File: src/rtl/vga_sync_receiver.sv
// VGA receive side: rebuilds pixel coordinates from hsync/vsync edges,
// re-times RGB and qualifies line/frame lengths into a lock flag.
module vga_sync_receiver #(
   parameter int HPIXELS     = 640,
   parameter int HFP         = 16,
   parameter int HSPULSE     = 96,
   parameter int HBP         = 48,
   parameter int VPIXELS     = 480,
   parameter int VFP         = 10,
   parameter int VSPULSE     = 2,
   parameter int VBP         = 33,
   parameter int LOCK_FRAMES = 2
) (
   input  logic       vgaclk,
   input  logic       rst,
   input  logic       hsync_in,
   input  logic       vsync_in,
   input  logic [3:0] red_in,
   input  logic [3:0] green_in,
   input  logic [3:0] blue_in,
   output logic [9:0] rx_hc,
   output logic [9:0] rx_vc,
   output logic [3:0] rx_red,
   output logic [3:0] rx_green,
   output logic [3:0] rx_blue,
   output logic       pixel_valid,
   output logic       frame_start,
   output logic       locked,
   output logic [7:0] sync_err_cnt
);

   localparam int H_TOTAL = HPIXELS + HFP + HSPULSE + HBP;
   localparam int V_TOTAL = VPIXELS + VFP + VSPULSE + VBP;
   localparam int HLW     = $clog2(2 * H_TOTAL + 1);
   localparam int VLW     = $clog2(V_TOTAL + 1) + 1;

   localparam logic [9:0] H_LAST = 10'(H_TOTAL - 1);
   localparam logic [9:0] V_LAST = 10'(V_TOTAL - 1);
   localparam logic [9:0] H_LOAD = 10'(HPIXELS + HFP);
   localparam logic [9:0] V_LOAD = 10'(VPIXELS + VFP);
   localparam logic [9:0] H_ACT  = 10'(HPIXELS);
   localparam logic [9:0] V_ACT  = 10'(VPIXELS);

   localparam logic [HLW-1:0] HLEN_OK  = HLW'(H_TOTAL - 1);
   localparam logic [HLW-1:0] HLEN_TO  = HLW'(2 * H_TOTAL - 1);
   localparam logic [HLW-1:0] HLEN_MAX = HLW'(2 * H_TOTAL);
   localparam logic [VLW-1:0] VLEN_OK  = VLW'(V_TOTAL);
   localparam logic [7:0]     GOOD_MAX = 8'(LOCK_FRAMES);

   typedef enum logic [1:0] {
      SEARCH,
      ACQUIRE,
      LOCKED
   } state_t;

   state_t         state, state_next;
   logic           hs_q, vs_q;
   logic           hfall, vfall, h_wrap;
   logic [9:0]     hc_next, vc_next;
   logic [HLW-1:0] h_len, h_len_next;
   logic [VLW-1:0] v_len, v_len_next;
   logic           h_err, v_err, t_err, any_err;
   logic           skip_h, skip_v, skip_h_next, skip_v_next;
   logic           err_seen, err_seen_next;
   logic [7:0]     good_cnt, good_next, good_inc;
   logic [7:0]     err_cnt_next;
   logic           locked_next, pv_next, fs_next;

   // Coordinate recovery and length measurement
   always_comb begin
      hfall  = hs_q & ~hsync_in;
      vfall  = vs_q & ~vsync_in;
      h_wrap = (rx_hc == H_LAST) & ~hfall;

      hc_next = h_wrap ? '0 : rx_hc + 10'd1;
      if (hfall)
         hc_next = H_LOAD;

      vc_next = rx_vc;
      if (h_wrap)
         vc_next = (rx_vc == V_LAST) ? '0 : rx_vc + 10'd1;
      if (vfall)
         vc_next = V_LOAD;

      h_len_next = h_len;
      if (hfall)
         h_len_next = '0;
      else if (h_len != HLEN_MAX)
         h_len_next = h_len + HLW'(1);

      v_len_next = v_len;
      if (vfall)
         v_len_next = '0;
      else if (hfall && v_len != '1)
         v_len_next = v_len + VLW'(1);

      h_err = hfall & (h_len != HLEN_OK);
      v_err = vfall & (v_len != VLEN_OK);
      t_err = ~hfall & (h_len == HLEN_TO);
   end

   always_comb begin
      state_next    = state;
      good_next     = good_cnt;
      err_seen_next = err_seen;
      skip_h_next   = skip_h;
      skip_v_next   = skip_v;
      err_cnt_next  = sync_err_cnt;
      good_inc      = good_cnt + 8'd1;
      any_err       = 1'b0;

      unique case (state)
         SEARCH: begin
            if (vfall) begin
               state_next    = ACQUIRE;
               good_next     = '0;
               err_seen_next = 1'b0;
               skip_h_next   = 1'b1;
               skip_v_next   = 1'b1;
            end
         end
         ACQUIRE: begin
            if (hfall)
               skip_h_next = 1'b0;
            if (vfall)
               skip_v_next = 1'b0;
            any_err = (h_err & ~skip_h) | (v_err & ~skip_v) | t_err;
            if (t_err) begin
               state_next = SEARCH;
               good_next  = '0;
            end else if (any_err) begin
               // an error on the vfall itself closes that frame
               good_next     = '0;
               err_seen_next = ~vfall;
            end else if (vfall) begin
               err_seen_next = 1'b0;
               if (!err_seen) begin
                  good_next = good_inc;
                  if (good_inc >= GOOD_MAX)
                     state_next = LOCKED;
               end
            end
         end
         LOCKED: begin
            any_err = h_err | v_err | t_err;
            if (any_err) begin
               state_next = SEARCH;
               if (sync_err_cnt != 8'hFF)
                  err_cnt_next = sync_err_cnt + 8'd1;
            end
         end
         default: state_next = SEARCH;
      endcase

      locked_next = (state_next == LOCKED);
      pv_next     = locked_next & (hc_next < H_ACT) & (vc_next < V_ACT);
      fs_next     = locked_next & (hc_next == '0) & (vc_next == '0);
   end

   always_ff @(posedge vgaclk or negedge rst) begin
      if (!rst) begin
         state        <= SEARCH;
         hs_q         <= 1'b1;
         vs_q         <= 1'b1;
         h_len        <= '0;
         v_len        <= '0;
         skip_h       <= 1'b0;
         skip_v       <= 1'b0;
         err_seen     <= 1'b0;
         good_cnt     <= '0;
         rx_hc        <= '0;
         rx_vc        <= '0;
         rx_red       <= '0;
         rx_green     <= '0;
         rx_blue      <= '0;
         pixel_valid  <= 1'b0;
         frame_start  <= 1'b0;
         locked       <= 1'b0;
         sync_err_cnt <= '0;
      end else begin
         state        <= state_next;
         hs_q         <= hsync_in;
         vs_q         <= vsync_in;
         h_len        <= h_len_next;
         v_len        <= v_len_next;
         skip_h       <= skip_h_next;
         skip_v       <= skip_v_next;
         err_seen     <= err_seen_next;
         good_cnt     <= good_next;
         rx_hc        <= hc_next;
         rx_vc        <= vc_next;
         rx_red       <= pv_next ? red_in   : '0;
         rx_green     <= pv_next ? green_in : '0;
         rx_blue      <= pv_next ? blue_in  : '0;
         pixel_valid  <= pv_next;
         frame_start  <= fs_next;
         locked       <= locked_next;
         sync_err_cnt <= err_cnt_next;
      end
   end

endmodule

File: config.mk
export PLATFORM = sky130hd
export DESIGN_NAME = vga_sync_receiver
export DESIGN_NICKNAME = d
export VERILOG_FILES = /design/src/rtl/vga_sync_receiver.sv
export SDC_FILE = /design/constraint.sdc
export NUM_CORES = 1
export LEC_CHECK = 0
export BUFFER_PORTS_ARGS = -buffer_cell sky130_fd_sc_hd__buf_2
export CAP_MARGIN = 20
export CORE_UTILIZATION = 52
export CTS_BUF_LIST = sky130_fd_sc_hd__clkbuf_4 sky130_fd_sc_hd__clkbuf_8 sky130_fd_sc_hd__clkbuf_16
export CTS_CLUSTER_SIZE = 30
export DETAILED_ROUTE_END_ITERATION = 7
export PLACE_DENSITY = 0.76
export SLEW_MARGIN = 20
export SYNTH_ARGS = -nofsm -noshare
export SYNTH_HDL_FRONTEND = slang
export SYNTH_SLANG_ARGS = --single-unit
File: constraint.sdc
create_clock -name vgaclk -period 2.4 [get_ports vgaclk]
set_input_delay 0.12 -clock vgaclk [delete_from_list [all_inputs] [get_ports vgaclk]]
set_output_delay 0.12 -clock vgaclk [all_outputs]
set_load 0.01 [all_outputs]
---- Yosys cells after proc, flatten, opt, wreduce, memory -nomap -nowiden ----
Index checks and enable logic that the tools add are counted.
storage, ports and cells
  input port bits ......................... 16
  RAM bits ................................ 0
  latch bits .............................. 0
  logic and storage cells ................. 113
  register bits ........................... 80
  memories ................................ 0
  bits in read-only memories .............. 0
operators by class
  $add $sub $neg .......................... 6
  bitwise gates (word level) .............. 22
  shifts and indexed selects .............. 0
  divide/modulo/power cells ............... 0
  $lt $le $gt $ge ......................... 3
  reductions and logical operators ........ 12
  multiply operators ...................... 0
  muxes and demuxes ....................... 35
  eq/ne operators ......................... 17
operator list
  operator                                                                        count
  10-bit 2-to-1 mux                                                               5
  11-bit 2-to-1 mux                                                               4
  8-bit 2-to-1 mux                                                                5
  11-bit by 1-bit adder with 11-bit output (second input constant)                2
  11-bit by 10-bit != test with 1-bit output (second input constant)              2
  11-bit != test (second input constant)                                          2
  10-bit by 1-bit adder with 10-bit output (second input constant)                2
  10-bit equality test (second input constant)                                    2
  10-bit logical NOT                                                              2
  8-bit by 1-bit adder with 8-bit output (second input constant)                  2
  8-bit case mux with 2 select lines                                              1
  2-bit 2-to-1 mux                                                                7
  1-bit AND                                                                       12
  4-bit 2-to-1 mux                                                                3
  11-bit equality test (second input constant)                                    1
  10-bit less-than comparator (second input constant)                             1
  10-bit by 9-bit less-than comparator with 1-bit output (second input constant)  1
  3-bit AND reduction                                                             3
  8-bit by 2-bit >= comparator with 1-bit output (second input constant)          1
  2-bit != test (second input constant)                                           4
  4-bit != test (second input constant)                                           2
  8-bit != test (second input constant)                                           1
  1-bit 2-to-1 mux                                                                6
  1-bit NOT                                                                       6
  10 further kinds                                                                18

---- Logic depth before layout (Yosys ltp) ----
  depth after elaboration ................. 13
  mapped depth ............................ 10
  gate-level depth less buffers ........... 9

---- Least setup slack after synthesis ----
No wires, ideal clock.
  path kind ............................... reg-to-reg
  start ................................... register rx_hc[0]
  end ..................................... register rx_blue[0]
  required time ........................... 2.320 ns
  arrival time ............................ 2.415 ns
  library setup time ...................... 0.080 ns
  stages on the path, launching flop included .. 11
  slack ................................... -0.094 ns
  path through ............................ dfrtp_1 ha_1 and4_1 buf_4 nand4_4 or3_1 mux2i_1 nor3_1 a211o_1 buf_6 nor3b_2
on the way
  word-level cells in the longest chain between the ends .. 8
RTL lines
  element                                                                                           line  source
  start, declared                                                                                   21    output logic [9:0] rx_hc,
  start signal, assigned                                                                            190   rx_hc <= hc_next;
  parallel branches: the longest is 6 deep, another holds 10-bit by 1-bit adder with 10-bit output  --
  1-bit AND *                                                                                       156   pv_next = locked_next & (hc_next < H_ACT) & (vc_next < V_ACT);
  4-bit 2-to-1 mux *                                                                                194   rx_blue <= pv_next ? blue_in : '0;
  end signal, assigned                                                                              194
  end, declared                                                                                     25    output logic [3:0] rx_blue,
Every way passes the cells marked *.
A chain may end at the register's enable or synchronous reset.

---- Worst setup path after layout ----
  start ................................... register v_len[1]
  end ..................................... register frame_start
on the way
  word-level cells in the longest chain between the ends .. 11
RTL lines
  element                                       line  source
  start, declared                               61    logic [VLW-1:0] v_len, v_len_next;
  start signal, assigned                        185   v_len <= v_len_next;
  11-bit by 10-bit != test with 1-bit output *  98    v_err = vfall & (v_len != VLEN_OK);
  1-bit AND *                                   98
  1-bit AND                                     127   any_err = (h_err & ~skip_h) | (v_err & ~skip_v) | t_err;
  1-bit OR (2 in series)                        127
  2-bit 2-to-1 mux                              131   end else if (any_err) begin
  2-bit 2-to-1 mux                              128   if (t_err) begin
  2-bit case mux with 3 select lines *          112   unique case (state)
  2-bit equality test *                         155   locked_next = (state_next == LOCKED);
  1-bit AND * (2 in series)                     157   fs_next = locked_next & (hc_next == '0) & (vc_next == '0);
  named net fs_next                             67    logic locked_next, pv_next, fs_next;
  end signal, assigned                          196   frame_start <= fs_next;
  end, declared                                 27    output logic frame_start,
The timed path passes the listed nets; every way through them passes the cells marked *.

==> metrics.csv <==
metric,value,unit
RD Place Congestion,0.9259,
time the final worst path needs with I/O delays and setup,2470,ps
worst slew margin relative to its limit,0.7183,
post-synthesis cell type with the largest combined area,dfrtp_1,
"Seq/Total Area, Yosys",0.4766,
HPWL Detailed,6804,um
share of synthesized flip-flops with an asynchronous set or reset,1.000,
starting density of the core,0.5414,
dominant synthesized flop cell,dfrtp_1,
max-cap check violation count,0,
"Reg clk slew, reported paths",90,ps
Total Die Area,0.008451,mm^2
"Period Utilization, post-route",1.029,
maximum number of pins on one net before global-route repair,29,
total congestion overflow,0,
final-report setup violation count,3,
number of vias after detailed routing,3755,
RR Endpoint,frame_start,
total power after layout,0.003720,W
Gate Count Post-Synth,428,
remaining routing DRC violations,0,
buffer depth of the longest clock path,2,
maximum resistive drop on vdd,0.3882,mV
vias in the first global route,3535,
ratio of cells with drive above 1 in the final layout,0.3364,
Max Transition Viols Final,0,
Cells on Worst Hold Path,2,
routed wire length,10540,um
"Clk Latency, worst-skew pair",360,ps
worst setup path endpoint,frame_start,
post-DR vias/cell,5.813,
synth top area cells,"dfrtp_1, nor2_1, xnor2_1, ha_1, nand2_1",
CP required,2660,ps
Top-Level Pins,59,
average size of a mapped cell,9.825,um^2
overall fraction of global-route tracks in use,0.2497,
Routed WL per cell,16.32,um
sort of element at the end of the critical path,flop,
count of nets after finishing,565,
top-count cell post-synth,dfrtp_1,
CTS tree,done,
count of flip-flops with a built-in enable after synthesis,0,
worst clock skew on the final layout,15.95,ps
area fraction of the dominant cell type after synthesis,0.4641,
post-layout instance area,0.005433,mm^2
number of H-tree levels,3,
classification of the worst-slack hold path,primary input to flop,
antenna violations before repair,0,
post-synthesis instance area,0.004205,mm^2
Setup Slack @ Placement,-19.36,ps
worst reg2reg path depth,9,
origin of the worst setup path,v_len[1],
number of fill cells,554,
leakage power total,2.453,nW
critical path peak fanout,2,
Hold Fails Final Rpt,0,
transition time at the pin with the least slew margin,419.0,ps
CP startpoint kind,flop,
antenna violation net count after detailed routing,0,
starting DRC count in detailed routing,354,
data arrival time at the worst-slack endpoint,2730,ps
total negative slack,-77.02,ps
run status,finished with violations,
number of antenna diodes,0,
PD cells,684.7,mW/mm^2
"crit path setup slack, layout",-69.81,ps
clk sink count,80,
post-synth net total,454,
wire length of the first global-routing pass,16610,um
number of buffers added by the clock tree synthesis step,9,
final instance count without filler cells,646,
Ys Warns,0,
"number of placed instances, taps included",613,
synthesis-to-layout area growth,29.19,%
height of the die,91.93,um
detailed-routing iteration count for the pre-antenna-repair pass,5,
Achievable Freq,404.9,MHz
"Cell Area, Placed",0.004898,mm^2
Die X,91.93,um
leading cell types by count after synthesis,"dfrtp_1, nor2_1, nand2_1",
launching point of the worst reg2reg path,v_len[1],
Critical Setup Path Class,flop to flop,
number of port buffers,58,
RSZ-0062 raised after global routing,yes,
root buffer cell,clkbuf_8,
number of library cell types mapped by synthesis,56,
num rows,32,
area inside the core boundary,0.007767,mm^2
setup slack of the most critical reg-to-reg path,-70,ps
total of flip-flops plus latches after synthesis,80,
violations in the final reports,negative setup slack,
==> report_power, final <==
group	total, W	internal [W]	switching (W)
Clock	0.00121	0.000701	0.000510
Sequential	0.00163	0.00147	0.000153
Combinational	0.000883	0.000408	0.000475
Total	0.00372	0.00258	0.00114
==> layer usage <==
metal | wire, um | track usage
met2 | 5414 | 0.4142
met3 | 527 | 0.03731
met1 | 4335 | 0.3171
met4 | 265 | 0.1276
met5 | 0 | 0
==> cells in the final DEF, fill, tap and decap left out, drive strengths merged, types with 6 or more instances in the layout <==
cell type	synthesis	final
xnor2	21	21
dfrtp	78	78
o21ai	24	24
nand4	18	18
nor2	49	49
ha	10	10
inv	20	20
xor2	10	10
a21oi	15	15
nor4	8	8
nand2	32	32
or3	8	8
o31ai	7	7
clkbuf	13	11
buf	7	113
nor3	12	12
nand3	14	14
a31oi	7	7
dlygate4sd3	0	6
nor3b	15	15
and3	7	7
==> worst max-delay path, cell delays in order (launching register included) <==
cell      delay, ps
dfrtp_1         400
inv_2            60
ha_1            140
nor4bb_1        210
a31oi_1         180
a22o_1          270
nor4_4          270
a22oi_2         150
or4_4           560
nor4_4          140
==> registers in the layout, summed over array words and instances (netlist names), 2 cells and up <==
name,flops
rx_green,4
state,2
rx_vc,10
good_cnt,8
rx_red,4
rx_blue,4
v_len,11
rx_hc,10
sync_err_cnt,8
h_len,11
==> worst min-delay path by stage <==
stage / startpoint / end
after detailed placement: rst / rx_hc[3]
after global routing: green_in[2] / rx_green[2]
after global placement: rst / rx_hc[3]
after CTS: green_in[1] / rx_green[1]
after floorplan: rst / err_seen
final: green_in[2] / rx_green[2]
==> cells by family (layout without fill, tap and decap cells) <==
kind of cell	after synthesis	in the layout	share of synthesized area
AO/OA/AOI/OAI	71	71	0.1071
XOR/XNOR	31	31	0.06456
adder cells (fa/ha/maj)	10	10	0.02975
buffers and inverters	40	156	0.04046
flip-flops	80	80	0.4766
multiplexers	5	5	0.01250
AND/OR/NAND/NOR	191	191	0.2690
==> cell type report <==
class | instances | area, um^2 | area share
multi-input combinational | 308 | 2176 | 0.4005
sequential | 80 | 2007 | 0.3694
timing repair buffer | 120 | 807.0 | 0.1485
clock buffer | 10 | 131.4 | 0.02418
tap | 102 | 127.6 | 0.02349
clock inverter | 6 | 108.9 | 0.02004
inverter | 20 | 75.07 | 0.01382
==> stage by stage <==
stage,util,hold WS [ps]
4_1_cts,0.6724,0.7757
3_3_place_gp,0.6306,50.92
5_1_grt,0.6994,14.55
3_5_place_dp,0.6306,60.74
2_1_floorplan,-,-175.6
6_report,0.6994,6.899
==> what timing repair did <==
item / 4_1_cts / 5_1_grt
pin swaps: 3 / 11
endpoints found under the hold margin: 31 / 0
hold buffers: 6 / 0
gates cloned: 0 / 1
resized for setup: 5 / 29
endpoints found under the setup margin: 4 / 22
setup buffers: 2 / 8
(Power assumes the default switching activity.)
